<file path="src/rtl/mtsp_sf_seq_if.sv">
// Bus interface of the SF lane sequencer: instruction input, SF unit issue/return
// and vector write-back. The master side drives instructions and SF results, the
// slave side is the sequencer itself.
interface mtsp_sf_seq_if #(
    parameter int unsigned LANES = 4,
    parameter int unsigned DW    = 32,
    parameter int unsigned OPW   = 4,
    parameter int unsigned TAGW  = 2
);
    logic                    in_valid;
    logic                    in_ready;
    logic [LANES-1:0]        in_en;
    logic [LANES*OPW-1:0]    in_op;
    logic [LANES*DW-1:0]     in_data;
    logic [TAGW-1:0]         in_tag;

    logic                    sf_valid;
    logic [OPW-1:0]          sf_op;
    logic [DW-1:0]           sf_data;
    logic                    sf_rvalid;
    logic [DW-1:0]           sf_rdata;

    logic                    out_valid;
    logic [LANES-1:0]        out_we;
    logic [LANES*DW-1:0]     out_data;
    logic [TAGW-1:0]         out_tag;

    modport master (
        output in_valid, in_en, in_op, in_data, in_tag, sf_rvalid, sf_rdata,
        input  in_ready, sf_valid, sf_op, sf_data, out_valid, out_we, out_data, out_tag
    );

    modport slave (
        input  in_valid, in_en, in_op, in_data, in_tag, sf_rvalid, sf_rdata,
        output in_ready, sf_valid, sf_op, sf_data, out_valid, out_we, out_data, out_tag
    );
endinterface

</file>
<file path="src/rtl/mtsp_sf_seq.sv">
// Special-function lane sequencer: accepts one vector SF instruction, issues its
// enabled lanes lowest-first one per cycle to a fixed-latency SF unit, gathers the
// returning results lane-wise and writes them back as one masked vector.
// Optional build macro MTSP_SF_SEQ_CHECK_EN adds a sticky err output that flags any
// cycle where the SF unit's result strobe disagrees with the expected return slot.
module mtsp_sf_seq #(
    parameter int unsigned LANES = 4,
    parameter int unsigned DW    = 32,
    parameter int unsigned OPW   = 4,
    parameter int unsigned TAGW  = 2,
    parameter int unsigned LAT   = 3
) (
    input  logic         clk,
    input  logic         rst,
`ifdef MTSP_SF_SEQ_CHECK_EN
    output logic         err,
`endif
    mtsp_sf_seq_if.slave bus
);
    localparam int unsigned IW = (LANES > 1) ? $clog2(LANES) : 1;

    typedef enum logic [1:0] {StIdle, StIssue, StDrain} state_e;

    state_e           state_q, state_d;
    logic [LANES-1:0] pending_q, pending_d;
    logic [OPW-1:0]   op_q   [LANES];
    logic [DW-1:0]    data_q [LANES];
    logic [DW-1:0]    res_q  [LANES];
    logic [LANES-1:0] we_q;
    logic [TAGW-1:0]  tag_q;
    logic             out_valid_q;
    logic [LAT-1:0]   pipe_v_q;
    logic [IW-1:0]    pipe_idx_q [LAT];

    logic             accept;
    logic             issuing;
    logic             pipe_busy;
    logic             wb_now;
    logic [IW-1:0]    issue_idx;

    assign accept  = bus.in_valid && (state_q == StIdle);
    assign issuing = (state_q == StIssue);
    // Last result lands on the same edge that raises the write-back strobe.
    assign wb_now  = (state_q == StDrain) && !pipe_busy;

    // Lowest pending lane is the next one to issue.
    always_comb begin
        issue_idx = '0;
        for (int i = int'(LANES) - 1; i >= 0; i--) begin
            if (pending_q[i]) issue_idx = IW'(i);
        end
    end

    // Any lane still in flight other than the one at the pipe output.
    always_comb begin
        pipe_busy = 1'b0;
        for (int s = 0; s < int'(LAT) - 1; s++) begin
            pipe_busy = pipe_busy | pipe_v_q[s];
        end
    end

    // Pending mask: loaded on accept, one bit retired per issue cycle.
    always_comb begin
        pending_d = pending_q;
        if (accept) begin
            pending_d = bus.in_en;
        end else if (issuing) begin
            pending_d[issue_idx] = 1'b0;
        end
    end

    // Next-state logic.
    always_comb begin
        state_d = state_q;
        unique case (state_q)
            StIdle:  if (accept && (bus.in_en != '0)) state_d = StIssue;
            StIssue: if (pending_d == '0) state_d = StDrain;
            StDrain: if (!pipe_busy) state_d = StIdle;
            default: state_d = StIdle;
        endcase
    end

    // State and pending mask registers.
    always_ff @(posedge clk or posedge rst) begin
        if (rst) begin
            state_q   <= StIdle;
            pending_q <= '0;
        end else begin
            state_q   <= state_d;
            pending_q <= pending_d;
        end
    end

    // Latch per-lane operands of the accepted instruction.
    always_ff @(posedge clk or posedge rst) begin
        if (rst) begin
            for (int i = 0; i < int'(LANES); i++) begin
                op_q[i]   <= '0;
                data_q[i] <= '0;
            end
        end else if (accept) begin
            for (int i = 0; i < int'(LANES); i++) begin
                op_q[i]   <= bus.in_op[i*OPW +: OPW];
                data_q[i] <= bus.in_data[i*DW +: DW];
            end
        end
    end

    // Latency pipe tracks which lane the SF unit returns each cycle.
    always_ff @(posedge clk or posedge rst) begin
        if (rst) begin
            pipe_v_q <= '0;
            for (int s = 0; s < int'(LAT); s++) pipe_idx_q[s] <= '0;
        end else begin
            pipe_v_q[0]   <= issuing;
            pipe_idx_q[0] <= issue_idx;
            for (int s = 1; s < int'(LAT); s++) begin
                pipe_v_q[s]   <= pipe_v_q[s-1];
                pipe_idx_q[s] <= pipe_idx_q[s-1];
            end
        end
    end

    // Result gathering and write-back registers; held until the next accept.
    always_ff @(posedge clk or posedge rst) begin
        if (rst) begin
            out_valid_q <= 1'b0;
            we_q        <= '0;
            tag_q       <= '0;
            for (int i = 0; i < int'(LANES); i++) res_q[i] <= '0;
        end else begin
            out_valid_q <= (accept && (bus.in_en == '0)) || wb_now;
            if (accept) begin
                we_q  <= bus.in_en;
                tag_q <= bus.in_tag;
                for (int i = 0; i < int'(LANES); i++) res_q[i] <= '0;
            end else if (pipe_v_q[LAT-1]) begin
                res_q[pipe_idx_q[LAT-1]] <= bus.sf_rdata;
            end
        end
    end

    assign bus.in_ready  = (state_q == StIdle);
    assign bus.sf_valid  = issuing;
    assign bus.sf_op     = issuing ? op_q[issue_idx] : '0;
    assign bus.sf_data   = issuing ? data_q[issue_idx] : '0;
    assign bus.out_valid = out_valid_q;
    assign bus.out_we    = we_q;
    assign bus.out_tag   = tag_q;

    for (genvar g = 0; g < int'(LANES); g++) begin : g_pack
        assign bus.out_data[g*DW +: DW] = res_q[g];
    end

`ifdef MTSP_SF_SEQ_CHECK_EN
    logic err_q;
    logic err_now;

    assign err_now = bus.sf_rvalid != pipe_v_q[LAT-1];

    // Sticky until reset; reported in the offending cycle already.
    always_ff @(posedge clk or posedge rst) begin
        if (rst) begin
            err_q <= 1'b0;
        end else if (err_now) begin
            err_q <= 1'b1;
        end
    end

    assign err = err_q | err_now;
`else
    logic unused_sf_rvalid;
    assign unused_sf_rvalid = bus.sf_rvalid;
`endif
endmodule

</file>
<file path="src/flat_wrapper.sv">
// flat-port wrapper written by rule: the top's interface ports become plain ports
module mtsp_sf_seq_flat 
#(
    parameter int unsigned LANES = 4,
    parameter int unsigned DW    = 32,
    parameter int unsigned OPW   = 4,
    parameter int unsigned TAGW  = 2,
    parameter int unsigned LAT   = 3
)
  (clk, rst, bus_in_valid, bus_in_en, bus_in_op, bus_in_data, bus_in_tag, bus_sf_rvalid, bus_sf_rdata, bus_in_ready, bus_sf_valid, bus_sf_op, bus_sf_data, bus_out_valid, bus_out_we, bus_out_data, bus_out_tag);
  mtsp_sf_seq_if #(.LANES(LANES), .DW(DW), .OPW(OPW), .TAGW(TAGW)) bus_i ();
  input  logic clk;
  input  logic rst;
  input wire logic [$bits(bus_i.in_valid)-1:0] bus_in_valid;
  input wire logic [$bits(bus_i.in_en)-1:0] bus_in_en;
  input wire logic [$bits(bus_i.in_op)-1:0] bus_in_op;
  input wire logic [$bits(bus_i.in_data)-1:0] bus_in_data;
  input wire logic [$bits(bus_i.in_tag)-1:0] bus_in_tag;
  input wire logic [$bits(bus_i.sf_rvalid)-1:0] bus_sf_rvalid;
  input wire logic [$bits(bus_i.sf_rdata)-1:0] bus_sf_rdata;
  output wire logic [$bits(bus_i.in_ready)-1:0] bus_in_ready;
  output wire logic [$bits(bus_i.sf_valid)-1:0] bus_sf_valid;
  output wire logic [$bits(bus_i.sf_op)-1:0] bus_sf_op;
  output wire logic [$bits(bus_i.sf_data)-1:0] bus_sf_data;
  output wire logic [$bits(bus_i.out_valid)-1:0] bus_out_valid;
  output wire logic [$bits(bus_i.out_we)-1:0] bus_out_we;
  output wire logic [$bits(bus_i.out_data)-1:0] bus_out_data;
  output wire logic [$bits(bus_i.out_tag)-1:0] bus_out_tag;
  assign bus_i.in_valid = bus_in_valid;
  assign bus_i.in_en = bus_in_en;
  assign bus_i.in_op = bus_in_op;
  assign bus_i.in_data = bus_in_data;
  assign bus_i.in_tag = bus_in_tag;
  assign bus_i.sf_rvalid = bus_sf_rvalid;
  assign bus_i.sf_rdata = bus_sf_rdata;
  assign bus_in_ready = bus_i.in_ready;
  assign bus_sf_valid = bus_i.sf_valid;
  assign bus_sf_op = bus_i.sf_op;
  assign bus_sf_data = bus_i.sf_data;
  assign bus_out_valid = bus_i.out_valid;
  assign bus_out_we = bus_i.out_we;
  assign bus_out_data = bus_i.out_data;
  assign bus_out_tag = bus_i.out_tag;
  mtsp_sf_seq #(.LANES(LANES), .DW(DW), .OPW(OPW), .TAGW(TAGW), .LAT(LAT)) u_core (.clk(clk), .rst(rst), .bus(bus_i));
endmodule
</file>
<file path="config.mk">
export PLATFORM = sky130hd
export DESIGN_NAME = mtsp_sf_seq_flat
export DESIGN_NICKNAME = d
export VERILOG_FILES = /design/src/rtl/mtsp_sf_seq_if.sv /design/src/rtl/mtsp_sf_seq.sv /design/src/flat_wrapper.sv
export SDC_FILE = /design/constraint.sdc
export NUM_CORES = 1
export LEC_CHECK = 0
export ABC_CLOCK_PERIOD_IN_PS = 9700
export CAP_MARGIN = 20
export CORE_ASPECT_RATIO = 0.5
export CORE_MARGIN = 4
export CORE_UTILIZATION = 38
export CTS_CLUSTER_DIAMETER = 120
export DETAILED_ROUTE_END_ITERATION = 12
export DONT_BUFFER_PORTS = 1
export GPL_TIMING_DRIVEN = 0
export HOLD_SLACK_MARGIN = 0.12
export PLACE_DENSITY = 0.54
export SETUP_SLACK_MARGIN = 0.05
export SYNTH_ARGS = -nofsm -noshare
export SYNTH_HDL_FRONTEND = slang
export SYNTH_SLANG_ARGS = --single-unit
export TNS_END_PERCENT = 5
</file>
<file path="constraint.sdc">
create_clock -name clk -period 9.7 [get_ports clk]
set_clock_uncertainty 0.2 [all_clocks]
set_input_delay 0.485 -clock clk [delete_from_list [all_inputs] [get_ports clk]]
set_output_delay 0.485 -clock clk [all_outputs]
set_load 0.05 [all_outputs]
</file>
== Word level (Yosys, flattened, before mapping) ==
Index checks and enable logic that the tools add are counted.
Word-level totals
  register bits after elaboration: 294
  input bits: 186
  output and inout port bits: 173
  word-level logic and storage cells: 75
Cells by class
  order comparisons: 5
  eq/ne operators: 5
  muxes and demuxes: 25
  bitwise logic cells: 5
  reduce and logical (&&, ||, !) cells: 14
Operators by type and width (count)
  $mux 128: 2
  $bwmux 128: 1
  $mux 32: 4
  $bmux 32 s2: 1
  $demux 32 s2: 1
  $mux 4: 5
  $mux 2: 7
  $bmux 4 s2: 1
  $logic_not 4->1: 2
  $ge 3x3->1 const B: 2
  $logic_and 1x1->1: 6
  $not 2->3: 2
  $pmux 2 s3: 1
  $and 4x4->4: 1
  $ne 2x2->1 const B: 2
  $not 4->4: 1
  $reduce_bool 4->1: 1
  $lt 2x3->1 const B: 1
  $lt 3x1->1 const B: 1
  $reduce_and 3->1: 1
  $demux 1 s2: 1
  $eq 2x1->1 const B: 1
  $eq 2x2->1 const B: 1
  $ge 2x1->1 const B: 1
  other kinds (7): 7

== Logic depth before layout (Yosys ltp) ==
  word-level depth: 15
  gate-level depth with buffers: 8
  mapped depth without buffers: 5

== Worst setup path before layout ==
Ideal clock, no wire load.
  path kind: register -> output
  from: reg u_core.state_q[1]
  to: out bus_sf_data[10]
  data arrival time: 2.184 ns
  required time: 9.015 ns
  setup slack: 6.831 ns
  cell stages (with the launch flop): 7
  buffers on the path: 1
  path through: dfrtp_1 inv_2 nand2_1 inv_1 nand2_1 buf_2 o22ai_1
On the way
  word-level cells in the longest chain between the ends: 2
RTL lines
  start, declared: line mtsp_sf_seq.sv:24  | state_e state_q, state_d;
  start signal, assigned: line mtsp_sf_seq.sv:86  | state_q <= StIdle;
  start signal, assigned: line mtsp_sf_seq.sv:89  | state_q <= state_d;
  $eq 2x1->1: line mtsp_sf_seq.sv:42  | assign issuing = (state_q == StIssue);
  named net bus_sf_valid: line flat_wrapper.sv:22  | output wire logic [$bits(bus_i.sf_valid)-1:0] bus_sf_valid;
  $mux 32: line mtsp_sf_seq.sv:146  | assign bus.sf_data = issuing ? data_q[issue_idx] : '0;
  end, declared: line flat_wrapper.sv:24  | output wire logic [$bits(bus_i.sf_data)-1:0] bus_sf_data;
The timed path passes the listed nets, and every way through them passes these cells.

== Worst setup path after layout ==
  from: reg u_core.state_q[1]
  to: out bus_sf_data[24]
Same word-level chain as after synthesis.

==> results.md <==
- Of the total power, combinational logic draws 0.327.
- Of the available clock period, the critical path in the final layout requires 0.410.
- The setup slack on the worst flop-to-flop path is ~7 ns.
- The summed instance area of the synthesized netlist is about 12,000 um^2.
- The biggest cell delay along the critical path is approximately 0.9 ns.
- The measured slew at the worst slew-check pin is about 1.2 ns.
- The number of global-route vias before repair is 10,300.
- The per-instance average area after synthesis is between 9 and 10 um^2.
- At the placement stage, the worst setup path has a slack of between 6 and 7 ns.
- The first detailed-routing pass ran for 5 iterations.
- approximately 360 I/O pins were placed.
- The initial antenna violation count is 1.
- The maximum root-to-sink buffer count is 3.
- The number of hold-slack violations in the final timing report is 0.
- The run finished with clean final reports.
- The nature of the critical path endpoint is an output port.
- The critical path launch point is u_core.state_q[1].
- The most common cell type on the critical path is sky130_fd_sc_hd__nand2_1.
- Synthesis produced a netlist with a net count of 1,426.
- The initial core utilization is 0.393.
- The slowest cell on the critical path is sky130_fd_sc_hd__o22ai_1.
- The critical path is of the reg -> out type.
- The weighted congestion at the end of routability-driven global placement is just over 0.8.
- After detailed routing, the average wire length per cell comes to 20.5 um.
- Measured against its own limit, the worst slew margin works out to 0.198.
- The worst register-to-register path has a depth of 7.
- After detailed routing, the number of vias per cell comes to about 5.1.
- Registers take ~7400 um^2.
- Entering global routing, the biggest net connects roughly 130 pins.
- The switching fraction of total power is 0.480.
- Summed over all layers, the global routing overflow is 0.
- The share of post-route cells with drive strength above 1 is 0.0831.
- The detail route stage leaves a number of antenna-violating nets equal to 0.
- The worst setup path is launched from a register.
- Summing all multi-input logic gate instances after layout gives between 4000 and 5000 um^2.
- The first global-routing pass estimated 60.1 mm of wire.
- The count of yosys warnings during synthesis is 0.
- The type of the most critical hold path is reg -> reg.
- Clock-pin slew was measured on the worst setup and hold paths at around 0.060 ns.
- For this block, the initial DRC count from the detailed router was between 800 and 900.
- The insertion delay to the later sink of the worst-skew pair is approximately 0.56 ns.
- The count of buffers added on input and output ports is 0.
- The sequential area share after synthesis is 0.607.
- In this run, distinct cell masters in the synthesized netlist total 34.
- Dividing total power by cell area gives a power density of 373 nW/um^2.
- Leaving out filler cells and counting taps, the final layout contains roughly 1,900.
- The floorplan step set the die height to 134 um.
- The share of total power dissipated in sequential elements is 0.477.
- In the layout the commonest cells are 585 x sky130_fd_sc_hd__nand2_1, 294 x sky130_fd_sc_hd__dfrtp_1, 184 x sky130_fd_sc_hd__dlygate4sd3_1.
- Setup repair after global routing left no endpoint under its margin.
- After detailed placement, the total cell area comes to 12,700 um^2.
- The synthesized design contains about 290 register bits.
- Walking the worst path, the cells encountered are inv_2 -> nand2_1 -> inv_1 -> nand2_1 -> buf_2 -> o22ai_1.
- Across all setup checks in the final design, the least slack found is between 5 and 6 ns.
- From synthesis to final layout, the design area changed by 28.1%.
- The detailed router placed between 9,000 and 10,000 vias in this run.
- Counting the buffers created by CTS gives 29.
- The instance count after placement with tap cells included is roughly 1,700.
- For this design the total switching power over the nets is between 2 and 3 mW.
- The clock tree from TritonCTS is done.
- The startpoint identified for the worst register-to-register timing path is u_core.state_q[0].
- In this run the worst setup path terminates at bus_sf_data[24].
- The number of endpoints failing setup at the final stage is 0.
- Along the worst path, the maximum fanout reaches 10.
- The width of the die is about 260 um.
- The H-tree level count is 1.
- The DRC violation count after routing is 0.
- In the global route stage, overall resource usage came out at 0.218.
- For this block, the routed nets add up to slightly below 40 mm of wire.
- The cell chosen for the clock root is sky130_fd_sc_hd__clkbuf_16.
- The clock period minus final worst setup slack is roughly 4 ns.
- The number of sinks handled by clock tree synthesis is approximately 290.
- The terminus of the critical flop-to-flop path is u_core.data_q[54].
- STA puts the critical path data required time at approximately 9 ns.
- The share of total power dissipated in the clock network is 0.196.
- The critical path data arrival time is around 3.3 ns.
- The instance count of the mapped netlist is ~1,200.
- The tool flagged a number of max-cap violations equal to 0.
- Row generation in the floorplan step produced 45 rows.
- The final HPWL from detailed placement is around 27 mm.
- The standard cell core area is 30,900 um^2.
- Internal power comes to about 3.0 mW.
- After routing the design area is roughly 16,000 um^2.
- The final design utilization is 0.503.
- Summed over all cells, the static leakage comes to between 7 and 8 nW.
- The max-slew violation count is 0.
- The count of fill cells added during filler insertion is roughly 2,800.
- The full die area is 35,000 um^2.
- The overall power is between 5 and 6 mW.
- For this run, the top clock speed supported by timing is 0.251 GHz.
- Across the VDD grid, the largest voltage drop is about 150 uV.
- The most common library cell in the layout ignoring fill and taps is sky130_fd_sc_hd__nand2_1.
- The final net count is roughly 1,600.
==> repair_timing <==
item / CTS / global route
hold buffers: 184 / 0
gates resized for setup: 0 / 0
setup buffers: 0 / 0
endpoints found under the hold margin: 369 / 0
==> state kept, by name, indices dropped and copies added (netlist names) <==
name	count
u_core.state_q	2
u_core.pipe_idx_q	6
u_core.data_q	128
u_core.bus.out_data	128
u_core.bus.out_we	4
u_core.pending_q	4
u_core.bus.out_valid	1
u_core.bus.out_tag	2
u_core.pipe_v_q	3
u_core.op_q	16
==> synth_stat cells (all sizes together) <==
master     n  area, um^2
nand3b     1        7.51
nor4       1        6.26
maj3       1        10.0
inv        5        18.8
a21o       1        7.51
o21ai      3        15.0
a2bb2oi    1        8.76
nor3b      2        25.0
a21oi     66         330
a22oi      1        7.51
o311ai     1        8.76
a31oi      1        21.3
o22ai     37         231
nand2    585        2200
nor2       8        45.0
mux2i     72         721
nand2b     2        12.5
or3b       1        8.76
clkbuf    19        71.3
or3        1        6.26
dfrtp    294        7360
o32ai      1        8.76
nor2b      3        18.8
nor3       3        20.0
a22o      64         561
and3b      1        8.76
and2       1        8.76
buf       63         365
o41ai      1        8.76
==> power groups by stage <==
stage | logic (mW) | clock network [mW] | registers, mW
floorplan | 1.42 | 0 | 2.66
global placement | 1.78 | 0 | 2.77
detailed placement | 1.83 | 0 | 2.79
CTS | 1.91 | 1.16 | 2.77
global route | 2.08 | 1.22 | 2.83
finish | 1.89 | 1.14 | 2.77
==> worst min path at each step <==
stage / from / endpoint / slack [ns] / cells after the start
floorplan: u_core.pipe_idx_q[2] / u_core.pipe_idx_q[0] / 0.13 / 0
global route: u_core.pipe_idx_q[5] / u_core.pipe_idx_q[3] / 0.15 / 0
CTS: bus_in_valid / u_core.bus.out_data[63] / 0.14 / 3
global placement: u_core.pipe_idx_q[5] / u_core.pipe_idx_q[3] / 0.13 / 0
detailed placement: u_core.pipe_idx_q[2] / u_core.pipe_idx_q[0] / 0.14 / 0
finish: u_core.pipe_idx_q[2] / u_core.pipe_idx_q[0] / 0.15 / 0
==> stage by stage <==
stage	setup TNS (ns)	hold WS, ns
after floorplan	0	0.131
after global placement	-586.52	0.132
after detailed placement	0	0.136
after CTS	0	0.136
after global routing	0	0.155
final	0	0.147
==> layer usage <==
metal,vias up,track usage,share of wire
li1,4500,-,-
met3,82,0.0394,0.050
met4,0,0.0717,0.037
met1,4886,0.279,0.42
met2,301,0.378,0.49
met5,-,0,0
==> area by class of cell <==
type	instances	share of cell area
Tap cell	423	0.0341
Buffer	82	0.0281
Clock inverter	12	0.00846
Multi-Input combinational cell	859	0.277
Timing Repair Buffer	189	0.124
Sequential cell	294	0.474
Clock buffer	39	0.0524
Antenna cell	1	0.000161
Inverter	5	0.00169
==> cell families after synthesis <==
kind of cell	Yosys count	share of synthesized area
muxes	72	0.0595
and+or+nand+nor	609	0.195
adders and majority gates	1	0.000826
AOI/OAI and AO/OA	177	0.0998
DFF	294	0.607
buffers and inverters	87	0.0376
==> critical path, delay by kind of cell, from the launching register on <==
kind	cells	cell delay, ns
AND/OR/NAND/NOR	2	0.49
buffers and inverters	3	0.86
AO/OA/AOI/OAI	1	0.90
flip-flops	1	0.47
Note: power is estimated with default switching activity, not from simulation.
